File: config.mk
export PLATFORM = sky130hd
export DESIGN_NAME = path_delay_scheduler_flat
export DESIGN_NICKNAME = d
export VERILOG_FILES = /design/src/rtl/path_delay_scheduler_if.sv /design/src/rtl/path_delay_scheduler.sv /design/src/flat_wrapper.sv
export SDC_FILE = /design/constraint.sdc
export NUM_CORES = 1
export LEC_CHECK = 0
export CAP_MARGIN = 40
export CORE_ASPECT_RATIO = 1.25
export CORE_UTILIZATION = 35
export DETAILED_ROUTE_END_ITERATION = 12
export RECOVER_POWER = 100
export SLEW_MARGIN = 20
export SYNTH_ARGS = -nofsm -noshare
export SYNTH_HDL_FRONTEND = slang
export SYNTH_SLANG_ARGS = --single-unit
File: constraint.sdc
create_clock -name clk -period 2.8 [get_ports clk]
set_clock_uncertainty 0.1 [all_clocks]
set_input_delay 0.28 -clock clk [delete_from_list [all_inputs] [get_ports clk]]
set_output_delay 0.28 -clock clk [all_outputs]
set_load 0.02 [all_outputs]
File: src/rtl/path_delay_scheduler_if.sv
// Handshake and path-control bundle between the delay scheduler and its environment
// (launch driver, result mux, capture register, readout).
interface path_delay_scheduler_if #(
  parameter int SEL_W = 2,
  parameter int CNT_W = 8
);
  logic             start;
  logic             path_result;
  logic             res_ready;
  logic [SEL_W-1:0] path_sel;
  logic             path_input;
  logic             ld_reg;
  logic             res_valid;
  logic [SEL_W-1:0] meas_path;
  logic             meas_edge;
  logic [CNT_W-1:0] meas_count;
  logic             meas_timeout;
  logic             busy;
  logic             done;

  modport master (
    output start, path_result, res_ready,
    input  path_sel, path_input, ld_reg, res_valid, meas_path, meas_edge,
           meas_count, meas_timeout, busy, done
  );

  modport slave (
    input  start, path_result, res_ready,
    output path_sel, path_input, ld_reg, res_valid, meas_path, meas_edge,
           meas_count, meas_timeout, busy, done
  );
endinterface

File: src/rtl/path_delay_scheduler.sv
// Sweeps rise/fall delay measurements over NUM_PATHS paths sharing one launch driver,
// counting cycles until the selected path follows and streaming results over valid/ready.
module path_delay_scheduler #(
  parameter int NUM_PATHS = 4,
  parameter int SEL_W     = 2,
  parameter int CNT_W     = 8,
  parameter int TIMEOUT   = 200,
  parameter int SETTLE    = 4
) (
  input logic clk,
  input logic rst,
  path_delay_scheduler_if.slave bus
);
  typedef enum logic [2:0] {IDLE, PRESET, LAUNCH, WAIT, LOAD, HOLD, NEXT} state_t;

  localparam logic [CNT_W-1:0] TO_C      = CNT_W'(TIMEOUT);
  localparam logic [CNT_W-1:0] SETTLE_M1 = CNT_W'(SETTLE - 1);
  localparam logic [SEL_W-1:0] LAST_P    = SEL_W'(NUM_PATHS - 1);

  state_t           state, stateN;
  logic [CNT_W-1:0] cnt, cntN;
  logic [SEL_W-1:0] path, pathN;
  logic             edgeSel, edgeN;
  logic             pathInput, pathInputN;
  logic             ldReg, ldRegN;
  logic             resValid, resValidN;
  logic [SEL_W-1:0] measPath, measPathN;
  logic             measEdge, measEdgeN;
  logic [CNT_W-1:0] measCount, measCountN;
  logic             measTimeout, measTimeoutN;
  logic             busyR, busyN;
  logic             doneR, doneN;

  always_ff @(posedge clk or posedge rst) begin
    if (rst) begin
      state       <= IDLE;
      cnt         <= '0;
      path        <= '0;
      edgeSel     <= 1'b0;
      pathInput   <= 1'b0;
      ldReg       <= 1'b0;
      resValid    <= 1'b0;
      measPath    <= '0;
      measEdge    <= 1'b0;
      measCount   <= '0;
      measTimeout <= 1'b0;
      busyR       <= 1'b0;
      doneR       <= 1'b0;
    end else begin
      state       <= stateN;
      cnt         <= cntN;
      path        <= pathN;
      edgeSel     <= edgeN;
      pathInput   <= pathInputN;
      ldReg       <= ldRegN;
      resValid    <= resValidN;
      measPath    <= measPathN;
      measEdge    <= measEdgeN;
      measCount   <= measCountN;
      measTimeout <= measTimeoutN;
      busyR       <= busyN;
      doneR       <= doneN;
    end
  end

  // Target level is ~edgeSel, so the preset level equals edgeSel.
  always_comb begin
    stateN       = state;
    cntN         = cnt;
    pathN        = path;
    edgeN        = edgeSel;
    pathInputN   = pathInput;
    ldRegN       = 1'b0;
    resValidN    = resValid;
    measPathN    = measPath;
    measEdgeN    = measEdge;
    measCountN   = measCount;
    measTimeoutN = measTimeout;
    busyN        = busyR;
    doneN        = 1'b0;
    case (state)
      IDLE: begin
        // A start coinciding with the done pulse is dropped.
        if (bus.start && !doneR) begin
          stateN     = PRESET;
          busyN      = 1'b1;
          pathN      = '0;
          edgeN      = 1'b0;
          cntN       = '0;
          pathInputN = 1'b0;
        end
      end
      PRESET: begin
        if (cnt >= SETTLE_M1 && bus.path_result == edgeSel) begin
          stateN     = LAUNCH;
          pathInputN = ~edgeSel;
        end else if (cnt == TO_C) begin
          stateN       = LOAD;
          ldRegN       = 1'b1;
          measPathN    = path;
          measEdgeN    = edgeSel;
          measCountN   = '0;
          measTimeoutN = 1'b1;
        end else begin
          cntN = cnt + 1'b1;
        end
      end
      LAUNCH: begin
        cntN   = '0;
        stateN = WAIT;
      end
      WAIT: begin
        if (bus.path_result == ~edgeSel) begin
          stateN       = LOAD;
          ldRegN       = 1'b1;
          measPathN    = path;
          measEdgeN    = edgeSel;
          measCountN   = cnt;
          measTimeoutN = 1'b0;
        end else if (cnt == TO_C) begin
          stateN       = LOAD;
          ldRegN       = 1'b1;
          measPathN    = path;
          measEdgeN    = edgeSel;
          measCountN   = TO_C;
          measTimeoutN = 1'b1;
        end else begin
          cntN = cnt + 1'b1;
        end
      end
      LOAD: begin
        stateN    = HOLD;
        resValidN = 1'b1;
      end
      HOLD: begin
        if (bus.res_ready) begin
          resValidN = 1'b0;
          stateN    = NEXT;
        end
      end
      NEXT: begin
        if (!edgeSel) begin
          edgeN      = 1'b1;
          pathInputN = 1'b1;
          cntN       = '0;
          stateN     = PRESET;
        end else if (path != LAST_P) begin
          pathN      = path + 1'b1;
          edgeN      = 1'b0;
          pathInputN = 1'b0;
          cntN       = '0;
          stateN     = PRESET;
        end else begin
          stateN     = IDLE;
          doneN      = 1'b1;
          busyN      = 1'b0;
          pathInputN = 1'b0;
        end
      end
      default: stateN = IDLE;
    endcase
  end

  assign bus.path_sel     = path;
  assign bus.path_input   = pathInput;
  assign bus.ld_reg       = ldReg;
  assign bus.res_valid    = resValid;
  assign bus.meas_path    = measPath;
  assign bus.meas_edge    = measEdge;
  assign bus.meas_count   = measCount;
  assign bus.meas_timeout = measTimeout;
  assign bus.busy         = busyR;
  assign bus.done         = doneR;
endmodule

File: src/flat_wrapper.sv
// flat-port wrapper written by rule: the top's interface ports become plain ports
module path_delay_scheduler_flat 
#(
  parameter int NUM_PATHS = 4,
  parameter int SEL_W     = 2,
  parameter int CNT_W     = 8,
  parameter int TIMEOUT   = 200,
  parameter int SETTLE    = 4
)
  (clk, rst, bus_start, bus_path_result, bus_res_ready, bus_path_sel, bus_path_input, bus_ld_reg, bus_res_valid, bus_meas_path, bus_meas_edge, bus_meas_count, bus_meas_timeout, bus_busy, bus_done);
  path_delay_scheduler_if #(.SEL_W(SEL_W), .CNT_W(CNT_W)) bus_i ();
  input logic clk;
  input logic rst;
  input wire logic [$bits(bus_i.start)-1:0] bus_start;
  input wire logic [$bits(bus_i.path_result)-1:0] bus_path_result;
  input wire logic [$bits(bus_i.res_ready)-1:0] bus_res_ready;
  output wire logic [$bits(bus_i.path_sel)-1:0] bus_path_sel;
  output wire logic [$bits(bus_i.path_input)-1:0] bus_path_input;
  output wire logic [$bits(bus_i.ld_reg)-1:0] bus_ld_reg;
  output wire logic [$bits(bus_i.res_valid)-1:0] bus_res_valid;
  output wire logic [$bits(bus_i.meas_path)-1:0] bus_meas_path;
  output wire logic [$bits(bus_i.meas_edge)-1:0] bus_meas_edge;
  output wire logic [$bits(bus_i.meas_count)-1:0] bus_meas_count;
  output wire logic [$bits(bus_i.meas_timeout)-1:0] bus_meas_timeout;
  output wire logic [$bits(bus_i.busy)-1:0] bus_busy;
  output wire logic [$bits(bus_i.done)-1:0] bus_done;
  assign bus_i.start = bus_start;
  assign bus_i.path_result = bus_path_result;
  assign bus_i.res_ready = bus_res_ready;
  assign bus_path_sel = bus_i.path_sel;
  assign bus_path_input = bus_i.path_input;
  assign bus_ld_reg = bus_i.ld_reg;
  assign bus_res_valid = bus_i.res_valid;
  assign bus_meas_path = bus_i.meas_path;
  assign bus_meas_edge = bus_i.meas_edge;
  assign bus_meas_count = bus_i.meas_count;
  assign bus_meas_timeout = bus_i.meas_timeout;
  assign bus_busy = bus_i.busy;
  assign bus_done = bus_i.done;
  path_delay_scheduler #(.NUM_PATHS(NUM_PATHS), .SEL_W(SEL_W), .CNT_W(CNT_W), .TIMEOUT(TIMEOUT), .SETTLE(SETTLE)) u_core (.clk(clk), .rst(rst), .bus(bus_i));
endmodule
=== Yosys cells after proc, flatten, opt, wreduce, memory -nomap -nowiden ===
Cells that the tools add are included.

* Bits in read-only memories: 0
* Bits of input ports: 5
* Word-level logic and storage cells: 111
* Memories: 0
* Register bits: 31
* RAM bits: 0
* Output and inout bits: 19
* Bits in latches: 0

* Reduce and logical (&&, ||, !) cells: 18
* Mux-type cells: 55
* Shift-type cells: 0
* Multipliers: 0
* Div/mod/pow operators: 0
* Magnitude comparators: 1
* Bitwise gates (word level): 1
* Add/subtract/negate cells: 2
* Equal/unequal tests: 21

{| class="wikitable"
|+ Operators with widths
! operator !! number
|-
| $mux 8 || 10
|-
| $pmux 8 s5 || 1
|-
| $mux 1 || 21
|-
| $pmux 3 s7 || 1
|-
| $mux 3 || 6
|-
| $pmux 8 s2 || 1
|-
| $mux 2 || 6
|-
| $pmux 1 s2 || 6
|-
| $reduce_and 4->1 || 3
|-
| $ne 2x1->1 const B || 5
|-
| $ne 2x2->1 const B || 5
|-
| $eq 3x3->1 const B || 3
|-
| $add 8x1->8 const B || 1
|-
| $eq 8x8->1 const B || 1
|-
| $ge 8x2->1 const B || 1
|-
| $pmux 2 s2 || 2
|-
| $reduce_and 2->1 || 4
|-
| $eq 3x2->1 const B || 2
|-
| $reduce_bool 2->1 || 3
|-
| $reduce_and 5->1 || 1
|-
| $reduce_bool 5->1 || 1
|-
| $eq 3x1->1 const B || 1
|-
| $logic_not 3->1 || 1
|-
| $ne 3x1->1 const B || 1
|-
| 9 further kinds || 11
|}

=== Longest topological paths before layout ===
Gate-level depths: netlist of run 1.

* Word-level depth: 4
* Mapped depth: 8
* Gate-level depth less buffers: 7

=== Least setup slack after synthesis of run 1 ===
OpenSTA, ideal clock, no wires.

* Path kind: flip-flop to flip-flop
* From: reg u_core.path[0] (netlist: u_core.bus.path_sel[0])
* To: reg u_core.cnt[4]
* Cell stages (with the launch flop): 8
* Path buffers: 1
* Arrival: 1.911 ns
* Data required time: 2.596 ns
* Clock period less this slack: 2.114 ns
* Setup time: 0.104 ns
* Slack: 0.686 ns
* Path through: dfrtp_1 -> ha_1 -> and2_1 -> o21ai_1 -> o2111ai_4 -> or2_1 -> buf_4 -> o41ai_2

* Word-level cells in the longest chain between the ends: 3

{| class="wikitable"
|+ RTL lines
! element !! line !! RTL
|-
| start: declaration || path_delay_scheduler.sv:22 || <nowiki>logic [SEL_W-1:0] path, pathN;</nowiki>
|-
| start signal: assignment || path_delay_scheduler.sv:52 || <nowiki>path <= pathN;</nowiki>
|-
| $ne 2x2->1 || path_delay_scheduler.sv:147 || <nowiki>end else if (path != LAST_P) begin</nowiki>
|-
| $ne 3x3->1 (no line) || - ||
|-
| $reduce_and 5->1 (no line) || - ||
|-
| end signal: assignment || path_delay_scheduler.sv:51 || <nowiki>cnt <= cntN;</nowiki>
|-
| end: declaration || path_delay_scheduler.sv:21 || <nowiki>logic [CNT_W-1:0] cnt, cntN;</nowiki>
|}

No other way between the ends.
A chain may end at the register's enable or synchronous reset.

=== Worst setup path after layout of run 1 ===
* From: reg u_core.cnt[0]
* To: reg u_core.measPath[0] (netlist: u_core.bus.meas_path[0])

* Word-level cells in the longest chain between the ends: 4
* Elaborated cells between the ends (all ways): 9
* Those cells by class: 1 x order compare; 2 x eq/ne; 4 x mux; 2 x reduce/logical

{| class="wikitable"
|+ RTL lines
! element !! line !! RTL
|-
| $ge 8x2->1 or $eq 8x8->1 (tied branches) || path_delay_scheduler.sv:94, path_delay_scheduler.sv:97, path_delay_scheduler.sv:120 ||
|-
| $logic_and 1x1->1 or $mux 2 (tied branches) || - ||
|-
| $ne 2x2->1 (no line) (tied with other cells) || - ||
|-
| $reduce_and 2->1 (no line) or $pmux 2 s2 (tied branches) || - ||
|-
| end signal: assignment || path_delay_scheduler.sv:57 || <nowiki>measPath <= measPathN;</nowiki>
|-
| end: declaration || path_delay_scheduler.sv:27 || <nowiki>logic [SEL_W-1:0] measPath, measPathN;</nowiki>
|}

Several ways; a longest one is shown, not always the timed one. The select of a mux whose other input is x is not followed.

==> summary.md, run 1 <==
| Metric | Value |
|---|---|
| Most common cell after layout, fill and taps aside | dfrtp_1 |
| Vias in the first global route | 1,338 |
| Die X | 65.0 um |
| Synthesized Nets | 183 |
| # DRC | 0 |
| Cell Pwr Density | 840 nW/um^2 |
| Initial antenna violation count | 0 |
| Layout fillers | 506 |
| TritonCTS Buffers | 5 |
| 1st-pass router iterations | 4 |
| Worst setup EP type | flop |
| Routed wire length | 3730 um |
| Post-layout net count | 208 |
| Dpl cell area | 2030 sq um |
| Critical path class | flop to flop |
| Violated checks | capacitance limit, slew limit |
| Overflow after GRT | 0 |
| Starting Density | 36.4% |
| Number of synthesized register bits | 31 |
| Post-Syn Instances | 175 |
| PostCTS Resize Cnt | 0 |
| Fin. max-slew vios | 32 |
| CTS sink cnt | 31 |
| Post-DP HPWL | 2700 um |
| Die Area | 5240 sq um |
| Sequential cell area fraction in the yosys report | 44.7% |
| Root Driver | clkbuf_8 |
| Crit share post-route | 86.3% |
| I/O Pins | 24 |
| Initial drt markers | 42 |
| Final Hold Viols | 0 |
| Syn avg cell area | 9.91 sq um |
| Ys async rst share | 100% |
| Clk_lat worst skew | 0.28 ns |
| Ys flop type | dfrtp_1 |
| Cell Rows | 28 |
| Clock power share | 26.1% |
| H-tree level count | 2 |
| Max_slew headroom | -11.2% |
| Total track usage | 16.1% |
| Slew @ Worst Pin | 1.67 ns |
| CP arrival | 2.49 ns |
| Logic gate share of total power | 37.4% |
| Via count | 1,416 |
| MaxCap Viol Count | 1 |
| Final Setup Violations | 0 |
| IO Port Bufs | 23 |
| Status | finished with violations |
| Setup TNS | 0 ns |
| Cell area after synthesis | 1730 sq um |
| Worst Path Max Fanout | 15 |
| Core Area | 4760 sq um |
| Post-route ant nets | 0 |
| Worst-case clock buffer depth | 2 |
| RSZ-0062 raised after global routing | no |
| Final instance area | 2100 sq um |
| Largest net degree at the start of global routing | 32 |
| First-pass GRT wire length | 6370 um |
| NetSw | 0.678 mW |
| Startpoint types | flop |
| Share of cells above drive strength 1 | 10.9% |
| Commonest cells after routing, fill and taps aside | dfrtp_1, o21ai_0, dlygate4sd3_1 |
| Ys Warns | 0 |
| Ant diodes | 0 |
| Flop pwr share | 36.4% |
| Worst Path Required | 2.87 ns |
| Synth unique cells | 53 |
| Fmax achieved | 414 MHz |
| Pleak | 0.962 nW |
| Reg clk slew, reported paths | 0.07 ns |
| Min Tclk post-route | 2.42 ns |
| Internal | 1.08 mW |
| Die Y | 80.7 um |
| Vias per inst | 5.43 |
| Final GP Congestion | 0.790 |
| Postcts setup bufs | 0 |
| Wire per inst | 14.3 um |
| CTS tree | yes |
| Hold Path Class | flop to flop |
| EDFF count, synth | 0 |
| Peak VDD IR | 0.286 mV |
| Area growth syn-to-layout | 20.9% |
| Sw Share | 38.5% |
| CTS hold repair buffers | 0 |
## path summary, 6_finish.rpt
check | start | to | slack [ns] | depth (start not counted)
max reg2reg | u_core.cnt[0]$_DFFE_PP0P_ | u_core.bus.meas_path[0]$_DFFE_PP0P_ | 0.38 | 5
min reg2reg | u_core.bus.meas_count[3]$_DFFE_PP0P_ | u_core.bus.meas_count[3]$_DFFE_PP0P_ | 0.38 | 2
min in group asynchronous | rst | u_core.bus.meas_path[0]$_DFFE_PP0P_ | 0.92 | 3
max in group asynchronous | rst | u_core.cnt[3]$_DFFE_PP0P_ | 0.72 | 3
max | u_core.cnt[0]$_DFFE_PP0P_ | u_core.bus.meas_path[0]$_DFFE_PP0P_ | 0.38 | 5
min | u_core.bus.meas_count[3]$_DFFE_PP0P_ | u_core.bus.meas_count[3]$_DFFE_PP0P_ | 0.38 | 2
## Yosys cell counts (all sizes together) (4+ instances only)
library cell | count | area share, %
o31ai | 5 | 2.2
o41ai | 4 | 3.8
nand3 | 7 | 2.0
o21ai | 26 | 8.4
buf | 8 | 3.2
nor2 | 10 | 2.2
dfrtp | 31 | 45
inv | 9 | 1.9
nand2 | 17 | 3.7
a31oi | 4 | 1.4
## metal layers
| metal | global-route usage [%] | wire length (um) | vias up |
|---|---|---|---|
| met5 | 0 | 0 | - |
| met4 | 7.11 | 38 | 0 |
| met3 | 3.27 | 111 | 4 |
| met2 | 25.3 | 1850 | 20 |
| met1 | 21.1 | 1730 | 693 |
| li1 | - | - | 699 |
## area by class of cell
cell class	count	area (sq um)	share of cell area, %
multi-input cells	125	822	39.2
flip-flops and latches	31	776	37.0
repair buffers	28	273	13.0
clock buffers	6	82.6	3.94
well taps	60	75.1	3.58
clock inverters	2	35.0	1.67
inverters	9	33.8	1.61
## cells by family after synthesis
group	after synthesis	synth area share, %
compound gates	61	27.3
xor+xnor	2	1.44
fa+ha+maj	3	2.16
buf+inv	19	5.63
flops	31	44.7
mux	3	1.88
simple gates	56	16.8
## critical path: stages, from the launching register on
cell,delay [ns]
dfrtp_1,0.41
ha_1,0.28
or4_1,0.51
a211oi_1,0.33
o211ai_2,0.30
mux2_2,0.37
## per-stage QoR
stage	util (%)	setup slack (ns)	hold WS [ns]	total power [mW]	instances
finish	44.0	0.385	0.377	1.76	261
global route	44.0	0.185	0.414	1.90	261
CTS	45.0	0.458	0.297	1.85	261
detailed placement	42.5	0.418	0.380	1.38	253
global placement	42.5	0.409	0.370	1.38	253
floorplan	-	0.686	0.284	1.17	175
## power by group through the flow
stage / registers [mW] / logic [mW] / clock network (mW)
after global routing: 0.665 / 0.741 / 0.492
final: 0.642 / 0.660 / 0.460
after CTS: 0.648 / 0.723 / 0.474
after floorplan: 0.641 / 0.529 / 0
after detailed placement: 0.656 / 0.719 / 0
after global placement: 0.654 / 0.722 / 0
Power figures use the tool's default switching activity.
==> run 2: changes to the inputs <==
CORE_ASPECT_RATIO = 1.5   (was 1.25)
clock period = 2 ns   (was 2.8 ns; I/O delays follow)
==> summary.md, run 2 (synthesis results as in run 1) <==
| Metric | Value |
|---|---|
| Status | finished with violations |
| Violated checks | setup timing |
| Wire per inst | 14.7 um (+2.6%) |
| TritonCTS Buffers | 5 (unchanged) |
| Pleak | 1.15 nW (+20%) |
| Critical path class | flop to flop |
| Clk_lat worst skew | 0.29 ns (about the same) |
| Reg clk slew, reported paths | 0.06 ns (about the same) |
| Die Y | 88.2 um (+9.3%) |
| Worst-case clock buffer depth | 2 (unchanged) |
| Cell Rows | 31 (+11%) |
| Overflow after GRT | 0 (unchanged) |
| Most common cell after layout, fill and taps aside | buf_4 |
| Vias in the first global route | 1,590 (+19%) |
| Die X | 59.5 um (-8.4%) |
| Fmax achieved | 475 MHz (+15%) |
| First-pass GRT wire length | 7600 um (+19%) |
| Final GP Congestion | 0.888 (+12%) |
| Fin. max-slew vios | 0 (-100%) |
| Startpoint types | flop |
| Core Area | 4810 sq um (+0.95%) |
| Max_slew headroom | 45.6% (+57 points) |
| Total track usage | 19.6% (+3.5 points) |
| Hold Path Class | flop to flop |
| Setup TNS | -0.854 ns (-0.854 ns) |
| Initial drt markers | 104 (+150%) |
| Via count | 1,588 (+12%) |
| # DRC | 0 (unchanged) |
| Worst Path Max Fanout | 3 (-12) |
| Cell Pwr Density | 1110 nW/um^2 (+32%) |
| Final instance area | 2570 sq um (+23%) |
| Dpl ws | -0.157 ns (-0.575 ns) |
| Worst setup EP type | flop |
| Die Area | 5250 sq um (about the same) |
| Final Hold Viols | 0 (unchanged) |
| Area growth syn-to-layout | 48.5% |
| Min Tclk post-route | 2.11 ns (-0.308 ns) |
| RSZ-0062 raised after global routing | yes |
| Crit share post-route | 105% (+19 points) |
| I/O Pins | 24 (unchanged) |
| IO Port Bufs | 23 (unchanged) |
| Dpl cell area | 2300 sq um (+14%) |
| Slew @ Worst Pin | 0.815 ns (-0.853 ns) |
| Vias per inst | 5.21 (-4.0%) |
| Commonest cells after routing, fill and taps aside | buf_4, dfrtp_1, dlygate4sd3_1 |
| Post-layout net count | 246 (+18%) |
| Routed wire length | 4470 um (+20%) |
| Post-DP HPWL | 3250 um (+20%) |
| FF/Latch Area | 779 sq um (+0.48%) |
| Final Setup Violations | 14 (+14) |
| Peak VDD IR | 0.383 mV (+34%) |
| Non-Filler Instances | 305 (+17%) |
| Initial antenna violation count | 0 (unchanged) |
| Largest net degree at the start of global routing | 32 (unchanged) |
| CTS tree | yes |
| Root Driver | clkbuf_8 |
| H-tree level count | 2 (unchanged) |
| Post-route ant nets | 0 (unchanged) |
| Worst Path Required | 2.07 ns (-0.80 ns) |
| MaxCap Viol Count | 0 (-1) |
| CTS sink cnt | 31 (unchanged) |
| 1st-pass router iterations | 4 (unchanged) |
| Placed Cells | 288 (+14%) |
| Worst setup margin | -0.107 ns (-0.492 ns) |
| Ant diodes | 0 (unchanged) |
| Starting Density | 36.1% (-0.34 points) |
| Layout fillers | 465 (-8.1%) |
| Share of cells above drive strength 1 | 37.7% (+27 points) |
| Multi-input gate area in the final layout | 1010 sq um (+23%) |
| Worst hold margin | 0.385 ns (+0.00748 ns) |
| CP arrival | 2.18 ns (-0.31 ns) |
[run 2: cell count changes in the layout (fill, tap and decap cells not counted), moves of 5 or more]
cell,delta
buf_4,+30
o21ai_0,-11
buf_6,+8
nand2_1,-6
nand2_2,+6
o21ai_2,+6
o21ai_1,+5
[run 2: path summary, 6_finish.rpt]
check                                                startpoint                                   end  slack (ns)  cells past startpoint
setup / recovery                      u_core.cnt[0]$_DFFE_PP0P_   u_core.bus.meas_path[0]$_DFFE_PP0P_       -0.11                      6
hold / removal             u_core.bus.meas_count[0]$_DFFE_PP0P_  u_core.bus.meas_count[0]$_DFFE_PP0P_        0.38                      2
setup reg to reg                      u_core.cnt[0]$_DFFE_PP0P_   u_core.bus.meas_path[0]$_DFFE_PP0P_       -0.11                      6
hold reg to reg            u_core.bus.meas_count[0]$_DFFE_PP0P_  u_core.bus.meas_count[0]$_DFFE_PP0P_        0.38                      2
max in group asynchronous                                   rst             u_core.cnt[2]$_DFFE_PP0P_        0.75                      3
min in group asynchronous                                   rst  u_core.bus.meas_count[7]$_DFFE_PP0P_        0.49                      3
[run 2: routing by layer]
layer / up-vias / global-route usage, % / share of wire (%)
met5: - / 0 / 0
met4: 0 / 10.2 / 2.5
met3: 8 / 2.78 / 1.9
met2: 23 / 34.8 / 55
met1: 784 / 22.3 / 41
li1: 773 / - / -
[run 2: per-stage QoR]
step | total power, mW | util (%)
2_1_floorplan | 1.68 | -
3_3_place_gp | 2.15 | 47.8
3_5_place_dp | 2.18 | 47.8
4_1_cts | 2.78 | 51.3
5_1_grt | 3.05 | 53.5
6_report | 2.85 | 53.5
[run 2: worst max-delay path, cell delays in order (launching register included)]
cell and delay, ns:
dfrtp_1 0.42, ha_4 0.18, or4_4 0.47, a211oi_4 0.23, o211ai_2 0.16, buf_4 0.18
mux2_2 0.26
[run 2: power by group]
group | switching [mW] | total, mW | internal (mW)
logic | 0.802 | 1.47 | 0.665
clock network | 0.235 | 0.512 | 0.277
registers | 0.126 | 0.871 | 0.744
total | 1.16 | 2.85 | 1.69
[run 2: layout make-up]
| cell class | instances | area share, % |
|---|---|---|
| Clock buffer | 7 | 3.35 |
| Clock inverter | 1 | 0.194 |
| Inverter | 9 | 1.31 |
| Multi-Input combinational cell | 125 | 39.4 |
| Sequential cell | 31 | 30.3 |
| Tap cell | 66 | 3.21 |
| Timing Repair Buffer | 66 | 22.3 |
[run 2: repair_timing]
action                                  CTS  global route
endpoints found under the setup margin   19            23
hold buffers                              0             0
resized for setup                        10            25
pin swaps                                13            12
setup buffers                             4             7
cloned                                    1             0
